===== src/rtl/cpu_defs.sv =====
`default_nettype none
// ============================================================================
//  Package     : cpu_defs
//  Description : Opcodes, constants and helpers shared by the fetch stage.
//  Revision    : 1.0 - initial release
// ============================================================================
package cpu_defs;

    localparam logic [5:0]  OP_J             = 6'b000010;
    localparam logic [5:0]  OP_BEQ           = 6'b000100;
    localparam logic [5:0]  OP_BNE           = 6'b000101;
    localparam logic [31:0] NOP_WORD         = 32'h0000_0000;
    localparam logic [31:0] DEFAULT_RESET_PC = 32'h0000_0000;
    localparam logic [31:0] WORD_ALIGN_MASK  = 32'hFFFF_FFFC;

    // Source chosen for the next program counter.
    typedef enum logic [1:0] {
        SRC_SEQ      = 2'd0,
        SRC_JUMP     = 2'd1,
        SRC_HOLD     = 2'd2,
        SRC_REDIRECT = 2'd3
    } pc_src_e;

    // True when the word is an unconditional j instruction.
    function automatic logic is_jump(input logic [31:0] inst);
        return (inst[31:26] == OP_J);
    endfunction

endpackage : cpu_defs
`default_nettype wire


===== src/rtl/next_pc_sel.sv =====
`default_nettype none
// ============================================================================
//  Module      : next_pc_sel
//  Description : Combinational next-PC priority mux (redirect > stall > jump >
//                sequential) plus the IF/ID load and bubble enables.
//  Revision    : 1.0 - initial release
// ============================================================================
module next_pc_sel
    import cpu_defs::*;
(
    input  logic [31:0] i_pc,
    input  logic [31:0] i_inst,
    input  logic        i_stall,
    input  logic        i_redirect,
    input  logic [31:0] i_redirect_pc,
    output logic [31:0] o_next_pc,
    output logic [31:0] o_pc_plus4,
    output logic        o_load,
    output logic        o_bubble
);

    pc_src_e     w_src;
    logic [31:0] w_pc_plus4;
    logic [31:0] w_jump_target;

    // Select the PC source by priority and form the candidate addresses.
    always_comb begin
        w_src         = SRC_SEQ;
        w_pc_plus4    = i_pc + 32'd4;
        w_jump_target = {w_pc_plus4[31:28], i_inst[25:0], 2'b00};
        o_next_pc     = w_pc_plus4;
        o_load        = 1'b0;
        o_bubble      = 1'b0;

        if (i_redirect) begin
            w_src = SRC_REDIRECT;
        end else if (i_stall) begin
            w_src = SRC_HOLD;
        end else if (is_jump(i_inst)) begin
            w_src = SRC_JUMP;
        end

        case (w_src)
            SRC_REDIRECT: begin
                o_next_pc = i_redirect_pc & WORD_ALIGN_MASK;
                o_bubble  = 1'b1;
            end
            SRC_HOLD: begin
                o_next_pc = i_pc;
            end
            SRC_JUMP: begin
                // The j word itself still enters IF/ID as a valid entry.
                o_next_pc = w_jump_target;
                o_load    = 1'b1;
            end
            default: begin
                o_next_pc = w_pc_plus4;
                o_load    = 1'b1;
            end
        endcase
    end

    assign o_pc_plus4 = w_pc_plus4;

endmodule : next_pc_sel
`default_nettype wire


===== src/rtl/inst_fetch.sv =====
`default_nettype none
// ============================================================================
//  Module      : inst_fetch
//  Description : Instruction fetch stage: PC register, IF/ID pipeline register
//                and fetch counter, with stall, redirect and local j handling.
//  Revision    : 1.0 - initial release
// ============================================================================
module inst_fetch
    import cpu_defs::*;
#(
    parameter logic [31:0] RESET_PC = DEFAULT_RESET_PC
) (
    input  logic        Clk,
    input  logic        Reset,
    output logic [31:0] Addr,
    input  logic [31:0] Inst,
    input  logic        Stall,
    input  logic        Redirect,
    input  logic [31:0] RedirectPc,
    output logic [31:0] IfId_Inst,
    output logic [31:0] IfId_PcPlus4,
    output logic        IfId_Valid,
    output logic [31:0] FetchCount
);

    logic [31:0] r_pc;
    logic [31:0] r_ifid_inst;
    logic [31:0] r_ifid_pc_plus4;
    logic        r_ifid_valid;
    logic [31:0] r_fetch_count;

    logic [31:0] w_next_pc;
    logic [31:0] w_pc_plus4;
    logic        w_load;
    logic        w_bubble;

    next_pc_sel u_next_pc_sel (
        .i_pc          (r_pc),
        .i_inst        (Inst),
        .i_stall       (Stall),
        .i_redirect    (Redirect),
        .i_redirect_pc (RedirectPc),
        .o_next_pc     (w_next_pc),
        .o_pc_plus4    (w_pc_plus4),
        .o_load        (w_load),
        .o_bubble      (w_bubble)
    );

    // PC, IF/ID register and fetch counter; reset overrides everything.
    always_ff @(posedge Clk) begin
        if (Reset) begin
            r_pc            <= RESET_PC;
            r_ifid_inst     <= NOP_WORD;
            r_ifid_pc_plus4 <= 32'h0000_0000;
            r_ifid_valid    <= 1'b0;
            r_fetch_count   <= 32'h0000_0000;
        end else begin
            r_pc <= w_next_pc;
            if (w_bubble) begin
                // PC+4 field is left as-is on a bubble.
                r_ifid_inst  <= NOP_WORD;
                r_ifid_valid <= 1'b0;
            end else if (w_load) begin
                r_ifid_inst     <= Inst;
                r_ifid_pc_plus4 <= w_pc_plus4;
                r_ifid_valid    <= 1'b1;
                r_fetch_count   <= r_fetch_count + 32'd1;
            end
        end
    end

    assign Addr         = r_pc;
    assign IfId_Inst    = r_ifid_inst;
    assign IfId_PcPlus4 = r_ifid_pc_plus4;
    assign IfId_Valid   = r_ifid_valid;
    assign FetchCount   = r_fetch_count;

endmodule : inst_fetch
`default_nettype wire


===== config.mk =====
export PLATFORM = sky130hd
export DESIGN_NAME = inst_fetch
export DESIGN_NICKNAME = d
export VERILOG_FILES = /design/src/rtl/cpu_defs.sv /design/src/rtl/next_pc_sel.sv /design/src/rtl/inst_fetch.sv
export SDC_FILE = /design/constraint.sdc
export NUM_CORES = 1
export LEC_CHECK = 0
export CAP_MARGIN = 10
export CORE_ASPECT_RATIO = 1.2
export CORE_MARGIN = 2
export CORE_UTILIZATION = 43
export CTS_CLUSTER_DIAMETER = 40
export DETAILED_ROUTE_END_ITERATION = 8
export GPL_TIMING_DRIVEN = 0
export PLACE_DENSITY = 0.76
export SETUP_SLACK_MARGIN = 0.2
export SLEW_MARGIN = 10
export SYNTH_ARGS = -nofsm -noshare
export SYNTH_HDL_FRONTEND = slang
export SYNTH_SLANG_ARGS = --single-unit

===== constraint.sdc =====
create_clock -name Clk -period 1.77 [get_ports Clk]
set_input_delay 0.354 -clock Clk [delete_from_list [all_inputs] [get_ports Clk]]
set_output_delay 0.354 -clock Clk [all_outputs]
set_load 0.05 [all_outputs]

==> flow_summary.json <==
{
  "grt_pass1_vias": 6499,
  "antenna_left": 0,
  "netlist_instances": 766,
  "firstDrtPassIters": 8,
  "outcome": "complete, no violations",
  "ys_async_sr_fraction_pct": 0,
  "path_class": "reg2reg",
  "maxSlewViolCount": 0,
  "num-fill-cells": 1019,
  "num_vias": 7109,
  "maxCapViolCount": 0,
  "crit_arrival_ns": 2.07,
  "diodes": 0,
  "row_count": 48,
  "setup_tns_ns": 0,
  "wl_per_cell_um": 20.2,
  "cts_tree": "done",
  "worst_pin_slew_ns": 0.658,
  "drive_above_1_share_pct": 41.9,
  "h-tree-depth": 4,
  "root_buffer": "clkbuf_16",
  "wl_mm": 24.7,
  "hold_violations": 0,
  "fin_worst_skew_ns": 0.00542,
  "startpoint_type": "register",
  "relSlewSlack_pct": 56.2,
  "rr_worst_depth": 6,
  "cts_hold_buffers": 0,
  "syn_to_final_growth_pct": 68.2,
  "synth-main-ff-cell": "dfxtp_1",
  "cp_max_fo": 8,
  "clkTransAtPathRegs_ns": 0.06,
  "fin_crit_sh_pct": 98.3,
  "cts_buffer_depth": 2,
  "gr-usage-all-layers_pct": 29.3,
  "p_leak_nw": 4.18,
  "clock-sinks": 125,
  "die_h_um": 137,
  "holdPathStages": 3,
  "boundaryPins": 197,
  "drtIter0Drc": 662,
  "finalSetupViolCount": 0,
  "synth-edff-count": 0,
  "gr-total-overflow": 0,
  "p_per_area_nw_per_um2": 760,
  "clkLatencyLatePin_ns": 0.43,
  "ys_ff_latch": 125,
  "remaining_drc_errors": 0,
  "cts_made_buffers": 17,
  "yosysUniqueCellTypes": 66,
  "yosysWarnings": 0,
  "dp_hpwl_mm": 16.2,
  "grt_start_max_net_pins": 17,
  "fin_nets": 1103,
  "clock.fmax_mhz": 574,
  "utilization_pct": 73.9,
  "grt_pass1_wl_mm": 35.0,
  "crit_required_ns": 2.10,
  "die_area_sq_um": 15700,
  "netlist_area_sq_um": 6340,
  "core_area_sq_um": 14400,
  "avgSynthCellArea_sq_um": 8.27,
  "gp_congestion": 0.911,
  "die_w_um": 115,
  "ir_drop_uv": 596,
  "grt_setup_unrepaired": "yes",
  "min_path_type": "in2reg",
  "antenna_found_initial": 0,
  "viasPerCell": 5.82,
  "portBuffers": 190,
  "end_kind": "register",
  "initial_core_util_pct": 44.0,
  "min_period_ns": 1.74,
  "ys_seq_area_share_pct": 39.5
}
## path summary, 6_finish.rpt
path	start	to	slack, ns
max	Addr[3]$_SDFFE_PP0P_	IfId_PcPlus4[18]$_SDFFE_PP0P_	0.03
min	Inst[26]	IfId_Inst[26]$_SDFFE_PP0N_	0.17
max reg2reg	Addr[3]$_SDFFE_PP0P_	IfId_PcPlus4[18]$_SDFFE_PP0P_	0.03
min reg2reg	IfId_Valid$_SDFFE_PP0N_	IfId_Valid$_SDFFE_PP0N_	0.45
## cells in the mapped netlist, drive strengths merged (2+ instances only)
library cell / number / area, sq um
dfxtp: 125 / 2500
nor2: 98 / 383
nand2: 89 / 334
a21oi: 63 / 315
xnor2: 45 / 394
nor3: 33 / 210
clkbuf: 32 / 121
o21ai: 31 / 159
a211oi: 28 / 235
buf: 28 / 160
nand3: 27 / 160
inv: 22 / 82.6
nand4: 17 / 149
nor4: 16 / 185
mux2i: 12 / 120
xor2: 10 / 87.6
and4: 9 / 83.8
or3: 8 / 50.1
and3: 6 / 42.5
o221ai: 6 / 52.6
a221oi: 5 / 43.8
o21a: 5 / 37.5
and2: 4 / 25.0
o21bai: 4 / 30.0
a311oi: 3 / 26.3
nor2b: 3 / 18.8
o22ai: 3 / 18.8
or2: 3 / 18.8
a21o: 2 / 15.0
a221o: 2 / 20.0
a31oi: 2 / 12.5
ha: 2 / 25.0
nand2b: 2 / 12.5
nand3b: 2 / 15.0
o211ai: 2 / 15.0
o2bb2ai: 2 / 17.5
o32ai: 2 / 17.5
## cell usage in the layout, fill, tap and decap left out, drive strengths merged, types with 9 or more instances in the layout
cell             n
buf            104
and4             9
mux2i           12
a211oi          28
nor2            98
a21oi           63
dfxtp          125
xor2            10
nor3            33
o21ai           31
inv             22
clkdlybuf4s50   57
clkbuf          56
nor4            16
xnor2           45
nand4           17
clkdlybuf4s15  108
nand3           27
nand2           89
## final cells by class
cell class / instances / area, sq um / share of cell area [%]
buffer: 59 / 429 / 4.03
sequential: 125 / 2670 / 25.0
tap: 175 / 219 / 2.05
inverter: 22 / 82.6 / 0.775
clock inverter: 7 / 45.0 / 0.423
timing repair buffer: 246 / 2580 / 24.2
multi-input combinational: 562 / 4080 / 38.2
clock buffer: 25 / 561 / 5.26
## stage by stage
stage	hold slack, ns	std cells	power (mW)	setup WS [ns]	area (sq um)
2_1_floorplan	0.488	769	3.96	0.0619	6750
3_3_place_gp	0.435	1134	4.53	-1.17	8870
3_5_place_dp	0.445	1134	4.54	-1.17	8870
4_1_cts	0.220	1204	8.04	0.0933	10300
5_1_grt	0.175	1221	8.32	-0.0303	10700
6_report	0.170	1221	8.10	0.0293	10700
## sequential cells by signal, indices dropped and copies added, names as in the netlist
name and count:
IfId_PcPlus4 30, IfId_Inst 32, FetchCount 32, Addr 30, IfId_Valid 1
## report_power, final
group	switching, mW	internal [mW]	leakage, nW
clock network	1.30	2.19	0.300
registers	0.124	2.91	1.06
logic	0.995	0.590	2.82
total	2.41	5.69	4.18
## cells by family after synthesis
kind of cell / count (synthesis) / synth area share, %
buffers and inverters: 82 / 5.74
AND/OR/NAND/NOR: 321 / 27.6
XOR/XNOR: 55 / 7.60
flip-flops: 125 / 39.5
multiplexers: 13 / 2.07
other: 1 / 0.0592
AO/OA/AOI/OAI: 167 / 17.0
adder cells (fa/ha/maj): 2 / 0.395
## per-layer routing
layer / wire, um / vias up / track usage [%] / part of all wire (%)
li1: - / 3244 / - / -
met1: 9160 / 3302 / 34.2 / 37
met2: 11800 / 441 / 48.6 / 48
met3: 2610 / 122 / 9.26 / 11
met4: 1200 / 0 / 14.2 / 4.9
met5: 0 / - / 0 / 0
## what timing repair did
item                                    CTS  global route
cloned                                    2             1
endpoints found under the setup margin  250           105
pin swaps                                58            41
setup buffers                            37            16
resized for setup                       490           100
## critical path, cell delays in order, from the launching register on
cell	delay (ns)
dfxtp_4	0.38
ha_4	0.16
and3_4	0.17
buf_6	0.12
nand4_4	0.18
or3_1	0.38
a311oi_1	0.26
(Power assumes the default switching activity.)
